### src/rtl/spi_frame_pkg.sv
// Shared types and default geometry for the framed SPI receiver.
// Optional trailing checksum word is enabled by SPI_RX_CHECKSUM_EN.
package spi_frame_pkg;

  localparam int          DEF_WORD_W = 16;
  localparam int          DEF_ADDR_W = 12;
  localparam int          DEF_LEN_W  = 12;
  localparam logic [15:0] DEF_SYNC   = 16'hA55A;

  typedef enum logic [2:0] {
    HUNT,
    HDR_ADDR,
    HDR_LEN,
    DATA,
    CSUM
  } state_t;

endpackage

### src/rtl/spi_word_shifter.sv
// MSB-first deserialiser: shift register plus bit counter; align holds the counter at 0.
// word is combinational on the live mosi bit; word_valid is high on the final-bit edge.
module spi_word_shifter #(
  parameter int WORD_W = 16
) (
  input  logic              spi_clk,
  input  logic              reset,
  input  logic              spi_mosi,
  input  logic              align,
  output logic [WORD_W-1:0] word,
  output logic              word_valid
);

  localparam int              CNT_W    = $clog2(WORD_W);
  localparam logic [CNT_W-1:0] CNT_LAST = CNT_W'(WORD_W - 1);

  // Only the previous WORD_W-1 bits are ever needed; the live bit completes the word.
  logic [WORD_W-2:0] sr_q, sr_d;
  logic [CNT_W-1:0]  cnt_q, cnt_d;

  always_comb begin
    sr_d  = {sr_q[WORD_W-3:0], spi_mosi};
    cnt_d = cnt_q + CNT_W'(1);
    if (align || (cnt_q == CNT_LAST)) begin
      cnt_d = '0;
    end
  end

  always_ff @(posedge spi_clk or posedge reset) begin
    if (reset) begin
      sr_q  <= '0;
      cnt_q <= '0;
    end else begin
      sr_q  <= sr_d;
      cnt_q <= cnt_d;
    end
  end

  assign word       = {sr_q, spi_mosi};
  assign word_valid = !align && (cnt_q == CNT_LAST);

endmodule

### src/rtl/spi_frame_receiver.sv
// Framed SPI slave: hunts for SYNC, parses addr/len header, emits one write strobe per data word.
// Writes appear on the final-bit edge of each word, no backpressure; SPI_RX_CHECKSUM_EN adds a checksum word.
module spi_frame_receiver
  import spi_frame_pkg::*;
#(
  parameter int                WORD_W = DEF_WORD_W,
  parameter int                ADDR_W = DEF_ADDR_W,
  parameter int                LEN_W  = DEF_LEN_W,
  parameter logic [WORD_W-1:0] SYNC   = WORD_W'(DEF_SYNC)
) (
  input  logic              spi_clk,
  input  logic              reset,
  input  logic              spi_mosi,
  output logic              wr_en,
  output logic [ADDR_W-1:0] wr_addr,
  output logic [WORD_W-1:0] wr_data,
  output logic              frame_done,
  output logic              frame_err,
  output logic              busy
);

  // One extra bit so a length field of all-ones still counts 2^LEN_W words.
  localparam int REM_W = LEN_W + 1;

  state_t            state_q, state_d;
  logic [ADDR_W-1:0] addr_q, addr_d;
  logic [REM_W-1:0]  rem_q, rem_d;
  logic              wr_en_q, wr_en_d;
  logic [ADDR_W-1:0] wr_addr_q, wr_addr_d;
  logic [WORD_W-1:0] wr_data_q, wr_data_d;
  logic              done_q, done_d;
`ifdef SPI_RX_CHECKSUM_EN
  logic [WORD_W-1:0] csum_q, csum_d;
  logic              err_q, err_d;
`endif

  logic [WORD_W-1:0] word;
  logic              word_valid;
  logic              align;

  assign align = (state_q == HUNT);

  spi_word_shifter #(
    .WORD_W(WORD_W)
  ) u_shifter (
    .spi_clk   (spi_clk),
    .reset     (reset),
    .spi_mosi  (spi_mosi),
    .align     (align),
    .word      (word),
    .word_valid(word_valid)
  );

  always_comb begin
    state_d   = state_q;
    addr_d    = addr_q;
    rem_d     = rem_q;
    wr_en_d   = 1'b0;
    wr_addr_d = wr_addr_q;
    wr_data_d = wr_data_q;
    done_d    = 1'b0;
`ifdef SPI_RX_CHECKSUM_EN
    csum_d    = csum_q;
    err_d     = 1'b0;
`endif
    unique case (state_q)
      HUNT: begin
        if (word == SYNC) begin
          state_d = HDR_ADDR;
`ifdef SPI_RX_CHECKSUM_EN
          csum_d  = '0;
`endif
        end
      end
      HDR_ADDR: begin
        if (word_valid) begin
          addr_d  = word[ADDR_W-1:0];
          state_d = HDR_LEN;
`ifdef SPI_RX_CHECKSUM_EN
          csum_d  = csum_q + word;
`endif
        end
      end
      HDR_LEN: begin
        if (word_valid) begin
          rem_d   = REM_W'(word[LEN_W-1:0]) + REM_W'(1);
          state_d = DATA;
`ifdef SPI_RX_CHECKSUM_EN
          csum_d  = csum_q + word;
`endif
        end
      end
      DATA: begin
        if (word_valid) begin
          wr_en_d   = 1'b1;
          wr_addr_d = addr_q;
          wr_data_d = word;
          addr_d    = addr_q + ADDR_W'(1);
          rem_d     = rem_q - REM_W'(1);
`ifdef SPI_RX_CHECKSUM_EN
          csum_d    = csum_q + word;
          if (rem_q == REM_W'(1)) begin
            state_d = CSUM;
          end
`else
          if (rem_q == REM_W'(1)) begin
            state_d = HUNT;
            done_d  = 1'b1;
          end
`endif
        end
      end
`ifdef SPI_RX_CHECKSUM_EN
      CSUM: begin
        if (word_valid) begin
          state_d = HUNT;
          done_d  = 1'b1;
          err_d   = (word != csum_q);
        end
      end
`endif
      default: state_d = HUNT;
    endcase
  end

  always_ff @(posedge spi_clk or posedge reset) begin
    if (reset) begin
      state_q   <= HUNT;
      addr_q    <= '0;
      rem_q     <= '0;
      wr_en_q   <= 1'b0;
      wr_addr_q <= '0;
      wr_data_q <= '0;
      done_q    <= 1'b0;
`ifdef SPI_RX_CHECKSUM_EN
      csum_q    <= '0;
      err_q     <= 1'b0;
`endif
    end else begin
      state_q   <= state_d;
      addr_q    <= addr_d;
      rem_q     <= rem_d;
      wr_en_q   <= wr_en_d;
      wr_addr_q <= wr_addr_d;
      wr_data_q <= wr_data_d;
      done_q    <= done_d;
`ifdef SPI_RX_CHECKSUM_EN
      csum_q    <= csum_d;
      err_q     <= err_d;
`endif
    end
  end

  assign wr_en      = wr_en_q;
  assign wr_addr    = wr_addr_q;
  assign wr_data    = wr_data_q;
  assign frame_done = done_q;
  assign busy       = (state_q != HUNT);
`ifdef SPI_RX_CHECKSUM_EN
  assign frame_err  = err_q;
`else
  assign frame_err  = 1'b0;
`endif

endmodule

### config.mk
export PLATFORM = sky130hd
export DESIGN_NAME = spi_frame_receiver
export DESIGN_NICKNAME = d
export VERILOG_FILES = /design/src/rtl/spi_frame_pkg.sv /design/src/rtl/spi_word_shifter.sv /design/src/rtl/spi_frame_receiver.sv
export SDC_FILE = /design/constraint.sdc
export NUM_CORES = 1
export LEC_CHECK = 0
export CORE_ASPECT_RATIO = 1.5
export CORE_MARGIN = 1.5
export CORE_UTILIZATION = 40
export DETAILED_ROUTE_END_ITERATION = 10
export SLEW_MARGIN = 30
export SYNTH_ARGS = -nofsm -noshare
export SYNTH_HDL_FRONTEND = slang
export SYNTH_SLANG_ARGS = --single-unit
### constraint.sdc
create_clock -name spi_clk -period 6.9 [get_ports spi_clk]
set_input_delay 1.38 -clock spi_clk [delete_from_list [all_inputs] [get_ports spi_clk]]
set_output_delay 1.38 -clock spi_clk [all_outputs]
set_load 0.01 [all_outputs]
==> summary.txt <==
Worst-path fanout max: 7
Sink Count: 76
# fillers: 838
Arr. time, crit path: 1720 ps
Crit path time final: 3100 ps
First-pass GRT wire length: 13.6 mm
Post-synth EDFFs: 0
Seq pwr share: 0.482
Hold_ws: 400 ps
IO buf count: 33
Setup TNS: 0 ps
FP Rows: 42
CTS tree: done
Fin nets: 378
Crit share post-route: 0.449
Leak: 1.81 nW
Max-capacitance violation count: 0
Synth area leader: dfrtp_1
Crit path max-delay family: buffers and inverters
Synth Cell Area: 3700 sq um
Slew HR: 0.493
Layout cell share with drive strength beyond 1: 0.159
Hold Crit Class: reg2reg
Cells after synthesis: 336
Ys flop type: dfrtp_1
Fmax: 0.322 GHz
Crit Path Class: reg2out
Final Total Pwr: 1.03 mW
Post-route DRC: 0
Core area: 8930 sq um
DIE HEIGHT: 121 um
FFs w/ async S/R, synth: 1.00
TritonCTS Buffers: 9
Via count: 2674
Clock Path Buffers: 2
Buffers & Inverters on Critical Path: 3
Post-route setup slack: 3800 ps
Die area: 9850 sq um
Synth cell count leaders: dfrtp_1, a21oi_1, mux2_2
1st-iter DRT viols: 276
Internal: 786 uW
Pwr/cell area: 236 nW/um^2
Max stage delay on crit path: 530 ps
Routed WL: 8.04 mm
Unique masters post-synth: 52
Clock Skew: 8.48 ps
HPWL Detailed: 5.47 mm
RSZ-0062 raised after global routing: no
CP required: 5520 ps
Post-synthesis register bit count: 76
Hold buffer count at CTS: 0
Cell with the most instances after synthesis: dfrtp_1
Initial Util: 0.414
Critical path capture point type: primary output
Dpl ws: 3600 ps
GRT Overall Usage: 0.184
Layout area overhead: 18.1%
Crit-path cells: inv_1, ha_1, inv_1, clkdlybuf4s50_1
Slew Viols, Final: 0
Syn nets: 349
Inserted Diodes: 0
Worst-Margin Slew: 758 ps
Vias per cell: 5.57
Status: finished, final reports clean
Vias in the first global route: 2703
Combinational power share: 0.073
Net Sw Power: 244 uW
Fin. Hold Viols: 0
Clock latency on the worst-skew pair: 330 ps
Setup Fix Bufs, Post-CTS: 0
Largest net degree at the start of global routing: 67
Sequential element share of the synthesized area: 0.514
IO Pins: 35
Gpl congestion: 0.823
Worst VDD drop: 171 uV
ANT nets after route: 0
Switching share of power: 0.237
CTS root buffer: clkbuf_16
Post-Syn Area per Cell: 11.0 sq um
Clock transition at path regs: 60 ps
Wire per inst: 16.7 um
Remaining Overflow, GRT: 0
Final Setup Violations: 0
Critical path's most frequent cell: inv_1
Yosys top cell area share: 0.514
Area contributors post-synth: dfrtp_1, mux2_2, a21oi_1
Crit-path slowest cell: clkdlybuf4s50_1
Startpoint Class: flip-flop
H-tree depth: 3
Clk pwr share: 0.445
Initial antenna violation count: 0
Synthesis Warnings: 0
Die X: 81.5 um
Post-CTS Resized: 0
Router iterations before antenna repair: 4
worst paths after layout:
path	from	end	slack, ps	depth (start not counted)
worst max-delay path	state_q[0]$_DFFE_PP0P_	busy	3800	4
worst min-delay path	u_shifter.sr_q[13]$_DFF_PP0_	u_shifter.sr_q[14]$_DFF_PP0_	400	0
worst max register to register	state_q[0]$_DFFE_PP0P_	rem_q[11]$_DFFE_PP0P_	4460	7
worst min register to register	u_shifter.sr_q[13]$_DFF_PP0_	u_shifter.sr_q[14]$_DFF_PP0_	400	0
max in group asynchronous	reset	rem_q[9]$_DFFE_PP0P_	4860	4
min in group asynchronous	reset	wr_addr[8]$_DFFE_PP0P_	1460	3
state kept, by name, indices dropped and copies added (netlist names):
register         cells
wr_data             16
u_shifter.sr_q      15
rem_q               13
addr_q              12
wr_addr             12
u_shifter.cnt_q      4
state_q              2
frame_done           1
wr_en                1
area by class of cell:
| cell class | count | area (sq um) | share of cell area |
|---|---|---|---|
| clock buffers | 9 | 225 | 0.0515 |
| flip-flops and latches | 76 | 1900 | 0.435 |
| well taps | 110 | 138 | 0.0315 |
| clock inverters | 7 | 66.3 | 0.0152 |
| repair buffers | 36 | 365 | 0.0836 |
| inverters | 14 | 52.6 | 0.0120 |
| multi-input cells | 228 | 1620 | 0.371 |
per-stage QoR:
stage          std cells  area [sq um]   util
5_1_grt              480          4370  0.489
3_5_place_dp         464          4080  0.456
2_1_floorplan        336          3700      -
4_1_cts              480          4370  0.489
6_report             480          4370  0.489
3_3_place_gp         463          4060  0.454
power groups by stage:
stage               sequential, mW  clock [mW]  combinational (mW)
floorplan                    0.498           0              0.0451
global placement             0.503           0              0.0734
detailed placement           0.504           0              0.0760
CTS                          0.496       0.468              0.0766
global route                 0.500       0.484              0.0842
finish                       0.496       0.458              0.0753
layout by cell type (no fill, tap or decap), types with 7 or more instances in the layout:
cell	instances
o22ai_1	7
nand2_1	24
dfrtp_1	76
nor2_1	13
clkbuf_16	9
a21oi_1	28
nand3_1	15
ha_1	9
o21ai_0	13
mux2_2	28
clkdlybuf4s50_1	33
inv_1	13
cell families after synthesis:
family | Yosys count | share of synthesized area
AND/OR/NAND/NOR | 96 | 0.145
AO/OA/AOI/OAI | 78 | 0.134
flip-flops | 76 | 0.514
multiplexers | 33 | 0.100
buffers and inverters | 32 | 0.0490
adder cells (fa/ha/maj) | 10 | 0.0338
XOR/XNOR | 10 | 0.0237
other | 1 | 0.00101
worst register-to-register path, cell delays in order (launching register included):
cell and delay (ps):
dfrtp_1 380, inv_1 90, ha_1 280, and4b_1 460
o21a_1 510, nand2b_1 220, o311ai_1 160, o221ai_1 190
routing by layer:
layer | share of wire | global-route usage
met5 | 0 | 0
met4 | 0.021 | 0.0862
met3 | 0.037 | 0.0332
met2 | 0.51 | 0.291
met1 | 0.43 | 0.242
Note: power is estimated with default switching activity, not from simulation.
